## src/rtl/seq_divider_16by8.sv

```systemverilog
// Iterative restoring divider, one quotient bit per clock over a start/done handshake.
// Define DIVIDER_SIGNED_EN for two's-complement operands (magnitude core plus sign fix-up on load).
module seq_divider_16by8 #(
  parameter int unsigned DIVIDEND_W = 16,
  parameter int unsigned DIVISOR_W  = 8
) (
  input  logic                  clk,
  input  logic                  rst,
  input  logic                  start,
  input  logic [DIVIDEND_W-1:0] dividend,
  input  logic [DIVISOR_W-1:0]  divisor,
  output logic                  busy,
  output logic                  done,
  output logic [DIVIDEND_W-1:0] quotient,
  output logic [DIVISOR_W-1:0]  remainder,
  output logic                  div_by_zero
);

  localparam int unsigned CNT_W   = $clog2(DIVIDEND_W);
  localparam int unsigned REM_W   = DIVISOR_W + 1;
  localparam int unsigned TRIAL_W = REM_W + 1;

  typedef enum logic [1:0] {IDLE, RUN, DONE} state_t;

  state_t                state, state_next;
  logic [CNT_W-1:0]      cnt, cnt_next;
  logic [DIVISOR_W-1:0]  rem, rem_next;
  logic [DIVISOR_W-1:0]  dsr, dsr_next;
  logic [DIVIDEND_W-1:0] quo, quo_next;
  logic                  zero_div, zero_div_next;
  logic [DIVIDEND_W-1:0] quotient_next;
  logic [DIVISOR_W-1:0]  remainder_next;
  logic                  div_by_zero_next, busy_next, done_next;

  logic [REM_W-1:0]      rem_shift;
  logic [TRIAL_W-1:0]    trial;
  logic                  no_borrow;
  logic [DIVISOR_W-1:0]  rem_iter;
  logic [DIVIDEND_W-1:0] quo_shift;
  logic [DIVIDEND_W-1:0] a_mag, q_final;
  logic [DIVISOR_W-1:0]  b_mag, r_final;

  // One restoring step: shift {rem,quo} left, trial-subtract, keep on no borrow
  assign rem_shift = {rem, quo[DIVIDEND_W-1]};
  assign trial     = {1'b0, rem_shift} - TRIAL_W'(dsr);
  assign no_borrow = ~trial[TRIAL_W-1];
  assign rem_iter  = no_borrow ? DIVISOR_W'(trial) : DIVISOR_W'(rem_shift);
  assign quo_shift = {quo[DIVIDEND_W-2:0], no_borrow};

`ifdef DIVIDER_SIGNED_EN
  logic q_neg, q_neg_next, r_neg, r_neg_next;

  assign a_mag   = dividend[DIVIDEND_W-1] ? -dividend : dividend;
  assign b_mag   = divisor[DIVISOR_W-1]   ? -divisor  : divisor;
  assign q_final = q_neg ? -quo_shift : quo_shift;
  assign r_final = r_neg ? -rem_iter  : rem_iter;

  always_ff @(posedge clk or posedge rst) begin
    if (rst) begin
      q_neg <= 1'b0;
      r_neg <= 1'b0;
    end else begin
      q_neg <= q_neg_next;
      r_neg <= r_neg_next;
    end
  end

  always_comb begin
    q_neg_next = q_neg;
    r_neg_next = r_neg;
    if (state != RUN && start) begin
      q_neg_next = dividend[DIVIDEND_W-1] ^ divisor[DIVISOR_W-1];
      r_neg_next = dividend[DIVIDEND_W-1];
    end
  end
`else
  assign a_mag   = dividend;
  assign b_mag   = divisor;
  assign q_final = quo_shift;
  assign r_final = rem_iter;
`endif

  always_ff @(posedge clk or posedge rst) begin
    if (rst) begin
      state       <= IDLE;
      cnt         <= '0;
      rem         <= '0;
      dsr         <= '0;
      quo         <= '0;
      zero_div    <= 1'b0;
      quotient    <= '0;
      remainder   <= '0;
      div_by_zero <= 1'b0;
      busy        <= 1'b0;
      done        <= 1'b0;
    end else begin
      state       <= state_next;
      cnt         <= cnt_next;
      rem         <= rem_next;
      dsr         <= dsr_next;
      quo         <= quo_next;
      zero_div    <= zero_div_next;
      quotient    <= quotient_next;
      remainder   <= remainder_next;
      div_by_zero <= div_by_zero_next;
      busy        <= busy_next;
      done        <= done_next;
    end
  end

  // Zero divisor still spends one cycle in RUN so busy/done timing stays uniform
  always_comb begin
    state_next       = state;
    cnt_next         = cnt;
    rem_next         = rem;
    dsr_next         = dsr;
    quo_next         = quo;
    zero_div_next    = zero_div;
    quotient_next    = quotient;
    remainder_next   = remainder;
    div_by_zero_next = div_by_zero;

    unique case (state)
      IDLE, DONE: begin
        if (start) begin
          state_next    = RUN;
          cnt_next      = '0;
          rem_next      = '0;
          quo_next      = a_mag;
          dsr_next      = b_mag;
          zero_div_next = (divisor == '0);
        end else begin
          state_next = IDLE;
        end
      end
      RUN: begin
        if (zero_div) begin
          state_next       = DONE;
          quotient_next    = '1;
          remainder_next   = '0;
          div_by_zero_next = 1'b1;
        end else begin
          rem_next = rem_iter;
          quo_next = quo_shift;
          cnt_next = cnt + CNT_W'(1);
          if (cnt == CNT_W'(DIVIDEND_W - 1)) begin
            state_next       = DONE;
            quotient_next    = q_final;
            remainder_next   = r_final;
            div_by_zero_next = 1'b0;
          end
        end
      end
      default: state_next = IDLE;
    endcase

    busy_next = (state_next == RUN);
    done_next = (state_next == DONE);
  end

endmodule

```

## config.mk

```make
export PLATFORM = sky130hd
export DESIGN_NAME = seq_divider_16by8
export DESIGN_NICKNAME = d
export VERILOG_FILES = /design/src/rtl/seq_divider_16by8.sv
export SDC_FILE = /design/constraint.sdc
export NUM_CORES = 1
export LEC_CHECK = 0
export CORE_ASPECT_RATIO = 0.9
export CORE_MARGIN = 10
export CORE_UTILIZATION = 40
export CTS_CLUSTER_SIZE = 20
export DETAILED_ROUTE_END_ITERATION = 10
export SLEW_MARGIN = 20
export SYNTH_ARGS = -nofsm -noshare
export SYNTH_HDL_FRONTEND = slang
export SYNTH_SLANG_ARGS = --single-unit
```

## constraint.sdc

```tcl
create_clock -name clk -period 3 [get_ports clk]
set_clock_uncertainty 0.2 [all_clocks]
set_input_delay 0.45 -clock clk [delete_from_list [all_inputs] [get_ports clk]]
set_output_delay 0.45 -clock clk [all_outputs]
set_load 0.1 [all_outputs]
```

==> flow_summary_export.csv <==
group,metric,value,unit
global_routing,grtUsageMet1,0.1861,
worst_setup_path,r2r-start,"rem[5]",
floorplan,coreArea,7582,µm²
synthesis,syn_nets,353,
worst_setup_path,cp-start-kind,"flip-flop",
clocking,clkLatencyLatePin,0.34,ns
timing,setup_tns,0,ns
clocking,root_buffer,"clkbuf_8",
worst_setup_path,crit_path_top_delay_cell,"ha_1",
worst_setup_path,path_cells,"ha_1 -> nand4_2 -> a2111oi_4 -> or2_1 -> mux2i_1 -> o22ai_1",
worst_setup_path,cp_data_required_time,3.00,ns
routing,drt_first_iter_violations,106,
timing,timing.fmax,377.5,MHz
synthesis,synthesis.instances,316,
clocking,ctsHtreeMaxLevel,3,
worst_setup_path,end_kind,"flip-flop",
clocking,post-cts-setup-buffers,0,
clocking,numCtsBuffers,9,
routing,viasPerCell,5.223,
global_routing,grt.busiest_layer,"met2",
routing,route.detailed.drc,0,
clocking,cts_resized,0,
synthesis,ys_seq_area_frac,0.5299,
final_layout,design_area,3836,µm²
routing,routed_wl,7629,µm
worst_setup_path,cpLargestDelayFamily,"simple AND/OR/NAND/NOR gates",
clocking,ctsHoldBuffers,0,
timing,hold_viol,0,
global_routing,grt_max_degree,49,
global_routing,antenna_found_initial,0,
floorplan,io_pins,54,
run_status,status,"finished clean",
worst_setup_path,critical_path_arrival,2.65,ns
global_routing,grt_pass1_vias,2463,
placed_design,portBuffers,53,
synthesis,yosysWarnings,0,
floorplan,die_h,103.7,µm
global_routing,grt_usage,0.1346,
synthesis,synth-seq-cells,66,
synthesis,syn_area,3117,µm²
final_layout,area_growth_syn_to_layout,23.08,%
worst_setup_path,crit_type,"reg2reg",
timing,worst_slew_pin_slew,0.5175,ns
global_routing,gr-usage-met3,0.03691,
final_layout,nets,406,
floorplan,chipWidth,113.0,µm
routing,wl_per_cell,16.23,µm
worst_setup_path,crit_fanout,10,
routing,antenna_left,0,
global_routing,grt_pass1_wl,12940,µm
clocking,clockBufferDepth,2,
final_layout,drive_gt1_frac,0.1604,
final_layout,num_antenna_cells,0,
timing,rsz0062_at_grt,"no",
routing,first_pass_iters,4,
routing,vias,2455,
clocking,numClockSinks,66,
placed_design,gp_congestion,0.8857,
floorplan,die_area,11730,µm²
floorplan,start_util,0.4111,
timing,fin_crit_sh,0.8830,
timing,relSlewSlack,0.6537,
timing,setup_viol,0,
floorplan,num_rows,30,
synthesis,async_reset_ff_frac,1.000,
global_routing,grt_overflow_total,0,
job,maxCapViolations,0,
worst_setup_path,crit_buf_inv,0,
timing,min_period,2.649,ns
worst_setup_path,critPathLaunch,"rem[5]",
worst_hold_path,hold_class,"in2async",
clocking,tritoncts,"built",
clocking,path_clk_slew,0.07,ns
placed_design,dpl.hpwl,5569,µm
synthesis,ys_types,51,
worst_setup_path,slowest_delay,0.48,ns
placed_design,placed_cell_area,3665,µm²
synthesis,synth_edf_count,0,
synthesis,syn_area_per_cell,9.863,µm²
global_routing,use_met2,0.1956,
synthesis,synth_flop_cell,"dfrtp_1",
final_layout,nFillCells,703,
timing,slew_viol_final,0,
==> placed cells by master (no fill, tap or decap), types with 2 or more instances in the layout <==
cell type / synthesis / layout
clkdlybuf4s50_1: 0 / 26
inv_2: 1 / 2
dfrtp_1: 66 / 66
buf_4: 0 / 34
nor2_1: 22 / 22
nor4_1: 2 / 2
nand3_1: 8 / 8
a31oi_1: 15 / 15
nand2_1: 59 / 59
mux2i_1: 3 / 3
o21ai_0: 26 / 26
xnor2_1: 2 / 2
clkinv_2: 0 / 3
o22a_1: 15 / 15
a32oi_1: 2 / 2
o31ai_1: 2 / 2
o21ai_1: 5 / 5
nand2b_1: 5 / 5
clkinvlp_4: 0 / 2
inv_1: 14 / 13
o21a_1: 2 / 2
nor2b_1: 5 / 5
o22ai_1: 3 / 3
ha_1: 9 / 9
a21oi_1: 4 / 4
xor2_1: 3 / 3
clkbuf_8: 0 / 10
==> state kept, by name (all words and copies together), names as in the netlist, 2 cells and up <==
signal     cells
cnt            4
rem            8
dsr            8
quotient      16
remainder      8
state          2
quo           16
==> synthesized netlist by cell type, types with 2 or more instances <==
master	instances	area [µm²]
nor2_1	22	82.58
nand2b_1	5	31.28
nand2_1	59	221.5
o21a_1	2	15.01
o22a_1	15	131.4
nor4_1	2	12.51
a21oi_1	4	20.02
dfrtp_1	66	1652
o21ai_1	5	25.02
xnor2_1	2	17.52
clkbuf_1	9	33.78
nand3_1	8	40.04
mux2i_1	3	30.03
o31ai_1	2	15.01
o22ai_1	3	18.77
inv_1	14	52.55
nor2b_1	5	31.28
o21ai_0	26	130.1
buf_6	4	45.04
buf_2	4	20.02
xor2_1	3	26.28
ha_1	9	112.6
a31oi_1	15	93.84
a32oi_1	2	17.52
==> logic make-up after synthesis <==
family | share of synthesized area
AND/OR/NAND/NOR | 0.1546
AO/OA/AOI/OAI | 0.1967
multiplexers | 0.009635
XOR/XNOR | 0.01405
flip-flops | 0.5299
buffers and inverters | 0.05258
adder cells (fa/ha/maj) | 0.04255
==> metal layers <==
layer  share of wire  routed length [µm]  vias up
met2            0.45                3470       58
met3           0.043                 325        8
li1                -                   -     1215
met4           0.012                  89        0
met1            0.49                3744     1174
met5               0                   0        -
==> stage by stage <==
stage | utilization | hold slack (ns) | worst slack [ns] | instances
floorplan | - | 0.2523 | 0.6952 | 316
global placement | 0.4833 | 0.2676 | 0.4736 | 454
detailed placement | 0.4833 | 0.2776 | 0.3646 | 454
CTS | 0.5059 | 0.2186 | 0.3598 | 470
global route | 0.5059 | 0.2406 | 0.1173 | 470
finish | 0.5059 | 0.2256 | 0.3510 | 470
==> layout make-up <==
type | count | area, µm² | area share
flip-flops and latches | 66 | 1652 | 0.4305
multi-input cells | 216 | 1301 | 0.3392
repair buffers | 61 | 535.5 | 0.1396
clock buffers | 11 | 141.4 | 0.03686
well taps | 96 | 120.1 | 0.03131
inverters | 15 | 56.30 | 0.01468
clock inverters | 5 | 30.03 | 0.007828
==> worst paths after layout <==
check	endpoint	slack, ns	cells past startpoint
worst max-delay path	rem[6]	0.35	6
worst min-delay path	quotient[3]	0.23	2
worst max register to register	rem[6]	0.35	6
worst min register to register	remainder[7]	0.29	2
max in group asynchronous	quo[14]	1.77	3
min in group clk	remainder[7]	0.29	2
Power is not shown: default switching activity piles up to over one toggle a cycle in this logic, so the estimate is an artifact.
